## src/rtl/instruction_sequencer.sv

```systemverilog
// Multi-cycle controller for the 16-bit datapath: fetches, decodes and drives every
// datapath control input through IDLE/FETCH/EXEC/MEM/HALT, with halt/illegal/retired status.
module instruction_sequencer #(
    parameter logic [3:0] ALU_ADD = 4'h0
) (
    input  logic        clock,
    input  logic        reset,
    input  logic        run,
    input  logic [15:0] current_instruction,
    input  logic [15:0] zeroflag,
    input  logic [15:0] signflag,
    output logic        program_counter_increment,
    output logic [3:0]  alu_op,
    output logic [3:0]  alu_a_select,
    output logic [3:0]  alu_b_select,
    output logic        alu_a_source,
    output logic        alu_b_source,
    output logic [15:0] alu_a_altern,
    output logic [15:0] alu_b_altern,
    output logic [3:0]  alu_out_select,
    output logic [1:0]  alu_load_src,
    output logic        alu_store_to_mem,
    output logic        alu_store_to_stk,
    output logic        halted,
    output logic        illegal,
    output logic [15:0] retired
);

    localparam logic [2:0] S_IDLE  = 3'd0;
    localparam logic [2:0] S_FETCH = 3'd1;
    localparam logic [2:0] S_EXEC  = 3'd2;
    localparam logic [2:0] S_MEM   = 3'd3;
    localparam logic [2:0] S_HALT  = 3'd4;

    localparam logic [3:0] OP_NOP  = 4'h0;
    localparam logic [3:0] OP_ALU  = 4'h1;
    localparam logic [3:0] OP_LDI  = 4'h2;
    localparam logic [3:0] OP_LD   = 4'h3;
    localparam logic [3:0] OP_ST   = 4'h4;
    localparam logic [3:0] OP_PUSH = 4'h5;
    localparam logic [3:0] OP_BZ   = 4'h6;
    localparam logic [3:0] OP_BN   = 4'h7;
    localparam logic [3:0] OP_HALT = 4'hF;

    typedef struct packed {
        logic        pc_inc;
        logic [3:0]  op;
        logic [3:0]  a_sel;
        logic [3:0]  b_sel;
        logic        a_src;
        logic        b_src;
        logic [15:0] a_alt;
        logic [15:0] b_alt;
        logic [3:0]  out_sel;
        logic [1:0]  load_src;
        logic        st_mem;
        logic        st_stk;
    } ctrl_t;

    logic [2:0]  state_q, state_d;
    logic [3:0]  ir_op_q, ir_op_d;
    ctrl_t       ctrl_q, ctrl_d, dec;
    logic [15:0] retired_q, retired_d;
    logic        halted_q, halted_d;
    logic        illegal_q, illegal_d;

    logic [3:0] f_op, f_rd, f_ra;
    logic [7:0] f_imm;
    logic       taken;

    assign f_op  = current_instruction[15:12];
    assign f_rd  = current_instruction[11:8];
    assign f_ra  = current_instruction[7:4];
    assign f_imm = current_instruction[7:0];

    // Controls are registered, so decode works on the word being fetched; only the
    // opcode is retained for the EXEC/MEM sequencing decisions.
    always_comb begin
        dec   = '0;
        taken = 1'b0;
        case (f_op)
            OP_NOP: dec.pc_inc = 1'b1;
            OP_ALU: begin
                dec.op       = current_instruction[3:0];
                dec.a_sel    = f_rd;
                dec.b_sel    = f_ra;
                dec.out_sel  = f_rd;
                dec.load_src = 2'b01;
                dec.pc_inc   = (f_rd != 4'd0);
            end
            OP_LDI: begin
                dec.a_src    = 1'b1;
                dec.b_src    = 1'b1;
                dec.a_alt    = {8'h00, f_imm};
                dec.op       = ALU_ADD;
                dec.out_sel  = f_rd;
                dec.load_src = 2'b01;
                dec.pc_inc   = (f_rd != 4'd0);
            end
            OP_LD, OP_ST, OP_PUSH: begin
                dec.a_sel   = f_ra;
                dec.b_src   = 1'b1;
                dec.op      = ALU_ADD;
                dec.out_sel = f_rd;
                dec.st_mem  = (f_op == OP_ST);
                dec.st_stk  = (f_op == OP_PUSH);
                dec.pc_inc  = (f_op != OP_LD) || (f_rd != 4'd0);
            end
            OP_BZ, OP_BN: begin
                taken = (f_op == OP_BZ) ? zeroflag[f_rd] : signflag[f_rd];
                if (taken) begin
                    dec.b_src    = 1'b1;
                    dec.b_alt    = {{8{f_imm[7]}}, f_imm};
                    dec.op       = ALU_ADD;
                    dec.load_src = 2'b01;
                end else begin
                    dec.pc_inc = 1'b1;
                end
            end
            OP_HALT: dec = '0;
            default: dec.pc_inc = 1'b1;
        endcase
    end

    always_comb begin
        state_d   = state_q;
        ir_op_d   = ir_op_q;
        ctrl_d    = '0;
        retired_d = retired_q;
        halted_d  = halted_q;
        illegal_d = illegal_q;
        case (state_q)
            S_IDLE: if (run) state_d = S_FETCH;
            S_FETCH: begin
                if (!run) begin
                    state_d = S_IDLE;
                end else begin
                    state_d = S_EXEC;
                    ir_op_d = f_op;
                    ctrl_d  = dec;
                    if (f_op inside {[4'h8:4'hE]}) illegal_d = 1'b1;
                end
            end
            S_EXEC: begin
                if (ir_op_q == OP_LD) begin
                    state_d         = S_MEM;
                    ctrl_d          = ctrl_q;
                    ctrl_d.load_src = 2'b10;
                    ctrl_d.pc_inc   = 1'b0;
                end else begin
                    retired_d = retired_q + 16'd1;
                    if (ir_op_q == OP_HALT) begin
                        state_d  = S_HALT;
                        halted_d = 1'b1;
                    end else begin
                        state_d = S_FETCH;
                    end
                end
            end
            S_MEM: begin
                state_d   = S_FETCH;
                retired_d = retired_q + 16'd1;
            end
            S_HALT: state_d = S_HALT;
            default: state_d = S_IDLE;
        endcase
    end

    always_ff @(posedge clock or posedge reset) begin
        if (reset) begin
            state_q   <= S_IDLE;
            ir_op_q   <= '0;
            ctrl_q    <= '0;
            retired_q <= '0;
            halted_q  <= 1'b0;
            illegal_q <= 1'b0;
        end else begin
            state_q   <= state_d;
            ir_op_q   <= ir_op_d;
            ctrl_q    <= ctrl_d;
            retired_q <= retired_d;
            halted_q  <= halted_d;
            illegal_q <= illegal_d;
        end
    end

    assign program_counter_increment = ctrl_q.pc_inc;
    assign alu_op           = ctrl_q.op;
    assign alu_a_select     = ctrl_q.a_sel;
    assign alu_b_select     = ctrl_q.b_sel;
    assign alu_a_source     = ctrl_q.a_src;
    assign alu_b_source     = ctrl_q.b_src;
    assign alu_a_altern     = ctrl_q.a_alt;
    assign alu_b_altern     = ctrl_q.b_alt;
    assign alu_out_select   = ctrl_q.out_sel;
    assign alu_load_src     = ctrl_q.load_src;
    assign alu_store_to_mem = ctrl_q.st_mem;
    assign alu_store_to_stk = ctrl_q.st_stk;
    assign halted           = halted_q;
    assign illegal          = illegal_q;
    assign retired          = retired_q;

endmodule

```

## config.mk

```make
export PLATFORM = sky130hd
export DESIGN_NAME = instruction_sequencer
export DESIGN_NICKNAME = d
export VERILOG_FILES = /design/src/rtl/instruction_sequencer.sv
export SDC_FILE = /design/constraint.sdc
export NUM_CORES = 1
export LEC_CHECK = 0
export CAP_MARGIN = 20
export CORE_MARGIN = 1.5
export CORE_UTILIZATION = 44
export CTS_CLUSTER_SIZE = 16
export DETAILED_ROUTE_END_ITERATION = 8
export GPL_ROUTABILITY_DRIVEN = 0
export HOLD_SLACK_MARGIN = 0.06
export PLACE_DENSITY = 0.8
export SLEW_MARGIN = 40
export SYNTH_ARGS = -nofsm -noshare
export SYNTH_HDL_FRONTEND = slang
export SYNTH_SLANG_ARGS = --single-unit
```

## constraint.sdc

```tcl
create_clock -name clock -period 3 [get_ports clock]
set_clock_uncertainty 0.2 [all_clocks]
set_input_delay 0.9 -clock clock [delete_from_list [all_inputs] [get_ports clock]]
set_output_delay 0.9 -clock clock [all_outputs]
set_load 0.1 [all_outputs]
```

==> results of run 1 <==
[path summary, 6_finish.rpt]
| kind | endpoint | slack [ps] | cells after the start | start |
|---|---|---|---|---|
| max in group asynchronous | alu_op[1]$_DFFE_PP0P_ | 1310 | 3 | reset |
| worst max-delay path | program_counter_increment$_DFF_PP0_ | 130 | 7 | current_instruction[8] |
| min in group asynchronous | alu_a_altern[0]$_DFFE_PP0P_ | 710 | 2 | reset |
| worst min-delay path | halted$_DFFE_PP0P_ | 280 | 1 | halted$_DFFE_PP0P_ |
| worst max register to register | alu_op[2]$_DFFE_PP0P_ | 890 | 4 | state_q[0]$_DFFE_PP0P_ |
| worst min register to register | halted$_DFFE_PP0P_ | 280 | 1 | halted$_DFFE_PP0P_ |
[logic make-up after synthesis]
family                   after synthesis  synth area share [%]
adder cells (fa/ha/maj)                1                 0.391
AND/OR/NAND/NOR                      104                  16.7
AO/OA/AOI/OAI                         59                  14.1
flip-flops                            64                  50.0
buffers and inverters                 36                  7.31
XOR/XNOR                              15                  4.10
other                                  1                 0.117
multiplexers                          17                  7.23
[through the flow]
stage          hold WS, ps  instance area (um2)  power (W)  util, %
4_1_cts                284                 4530    0.00288     65.5
2_1_floorplan          239                 3230    0.00177        -
6_report               278                 4530    0.00287     65.5
3_3_place_gp           256                 4290    0.00201     62.2
5_1_grt                302                 4530    0.00299     65.5
3_5_place_dp           268                 4290    0.00204     62.2
[cell usage in the layout (no fill, tap or decap), types with 4 or more instances in the layout]
| cell type | count |
|---|---|
| xor2_1 | 5 |
| xnor2_1 | 10 |
| clkdlybuf4s50_1 | 50 |
| nor2b_1 | 5 |
| a22oi_1 | 4 |
| a22o_1 | 21 |
| mux2i_1 | 10 |
| conb_1 | 8 |
| and3_1 | 12 |
| nand2_1 | 44 |
| clkbuf_8 | 12 |
| buf_4 | 86 |
| dfrtp_1 | 64 |
| nor2_1 | 15 |
| nand2b_1 | 6 |
| nand3b_1 | 4 |
| o21ai_0 | 17 |
[where the power goes]
group / switching, W / total [W] / internal (W)
Clock: 0.000309 / 0.000846 / 0.000537
Combinational: 0.000709 / 0.000985 / 0.000276
Sequential: 0.0000839 / 0.00104 / 0.000955
[cell type report]
class	instances	area (um2)	area share, %
Multi-Input combinational cell	204	1390	30.7
Clock inverter	2	60.1	1.33
Inverter	4	15.0	0.332
Clock buffer	14	173	3.81
Sequential cell	64	1600	35.4
Tap cell	96	120	2.65
Timing Repair Buffer	137	1170	25.8
[worst max-delay path: cells and delay by family]
kind                   cells  cell delay [ps]
AO/OA/AOI/OAI              2              420
buffers and inverters      3              970
multiplexers               2              590
[per-layer routing]
layer,vias up,global-route usage (%),routed length (um)
li1,1273,-,-
met2,110,38.1,4130
met5,-,0,0
met1,1291,26.5,3240
met4,0,7.67,106
met3,9,4.66,593
[state kept, by name, summed over array words and instances, names as in the netlist, 2 cells and up]
signal and flops:
retired 16, alu_a_altern 8, alu_b_altern 8, alu_a_select 4, alu_b_select 4, alu_op 4
alu_out_select 4, ir_op_q 4, state_q 3, alu_load_src 2
==> impl_metrics.ini, run 1 <==
[logic_synthesis]
ys_seq_area_share_pct = 50.0
yosysMostFrequentCell = dfrtp_1
synthTopCellsByCount = dfrtp_1 (64), nand2_1 (44), a22o_1 (21)
avgSynthCellArea_um2 = 10.8
yosys-top-cells-area = dfrtp_1 (50%), a22o_1 (5.7%), nand2_1 (5.2%), buf_4 (4.0%), mux2i_1 (3.1%)
syn_inst = 297
yosysWarnings = 0
synth_flop_cell = dfrtp_1
synth-seq-cells = 64
synth_edf_count = 0
async_flop_share_pct = 100
synth_area_um2 = 3200
synth_top_area_cell = dfrtp_1
synth_top_area_share_pct = 50.0
ys_types = 50

[timing]
setup_viol = 0
relSlewSlack_pct = 61.8
fin_crit_ps = 2870
tightest_slew_ps = 569
fin_ws_ps = 128
fmax_mhz = 348
drv_slew = 0
period_share_pct = 95.7
hold_viol = 0
tns_ps = 0
rsz0062_at_grt = false

[critical_path]
critPathArrivalTime_ps = 2880
crit_path_max_incr_delay_ps = 490
cp.required_ps = 3010
critPathSlowestCell = clkdlybuf4s50_1
path_cells = clkdlybuf4s50_1 > buf_4 > mux2i_1 > mux4_2 > a221oi_2 > buf_4 > o22ai_1
crit_top_cell = buf_4
setup.worst_path.end_class = register
crit_type = in2reg
cp-start-kind = input port
crit_fanout = 14

[placed_design]
pre_cts_ws_ps = -212
dp_hpwl_um = 6030
io_buffers = 115
dp.cells = 505

[finish]
syn2layout_area_growth_pct = 41.4
n_fill_cell = 598
final_cells = 521
layout-drive-gt1-share_pct = 26.8
antennaDiodeCount = 0
final_nets = 472

[clocking]
postCtsSetupRepairBufs = 0
cts_max_path_buffers = 2
clk_pin_slew_worst_paths_ps = 60
cts_sinks = 64
cts_inserted_buffers = 9
cts_tree = done
cts-htree-levels = 3
clk_latency_ps = 330
cts_root_buffer = clkbuf_8
ctsResizeCount = 0
cts_hold_buf = 0

[drt]
drt_wl_total_um = 8060
antenna_left = 0
route.detailed.drc = 0
routedWlPerCell_um = 15.5
route.vias.total = 2683
drt_iter0_drc = 215
drt-pass1-iter-count = 4
viasPerCell = 5.15

[floorplanning]
ios = 124
coreArea_um2 = 6910
die_w_um = 88.3
core.rowCount = 30
die_y_um = 88.3
dieArea_um2 = 7790
start_util_pct = 46.3

[grt]
gr-total-overflow = 0
grt_antenna_before_repair = 0
grt_pass1_wl_um = 12900
grt_pass1_vias = 2711
grt_usage_pct = 21.7
grt_max_degree = 31

[power_and_ir_drop]
vdd_drop_max_uv = 427
power_density_nw_per_um2 = 634
p_leak_nw = 2.25

[min_path]
hold_path.class = reg2reg

[job]
max_cap_viol_count = 0

[status]
run_status = finished, final reports clean
Note: power is estimated with default switching activity, not from simulation.
==> run 2: changes to the inputs <==
- SKIP_CTS_REPAIR_TIMING: unset -> 1
==> results of run 2 <==
The final DEF is identical to that of run 1; final timing and power are the same.
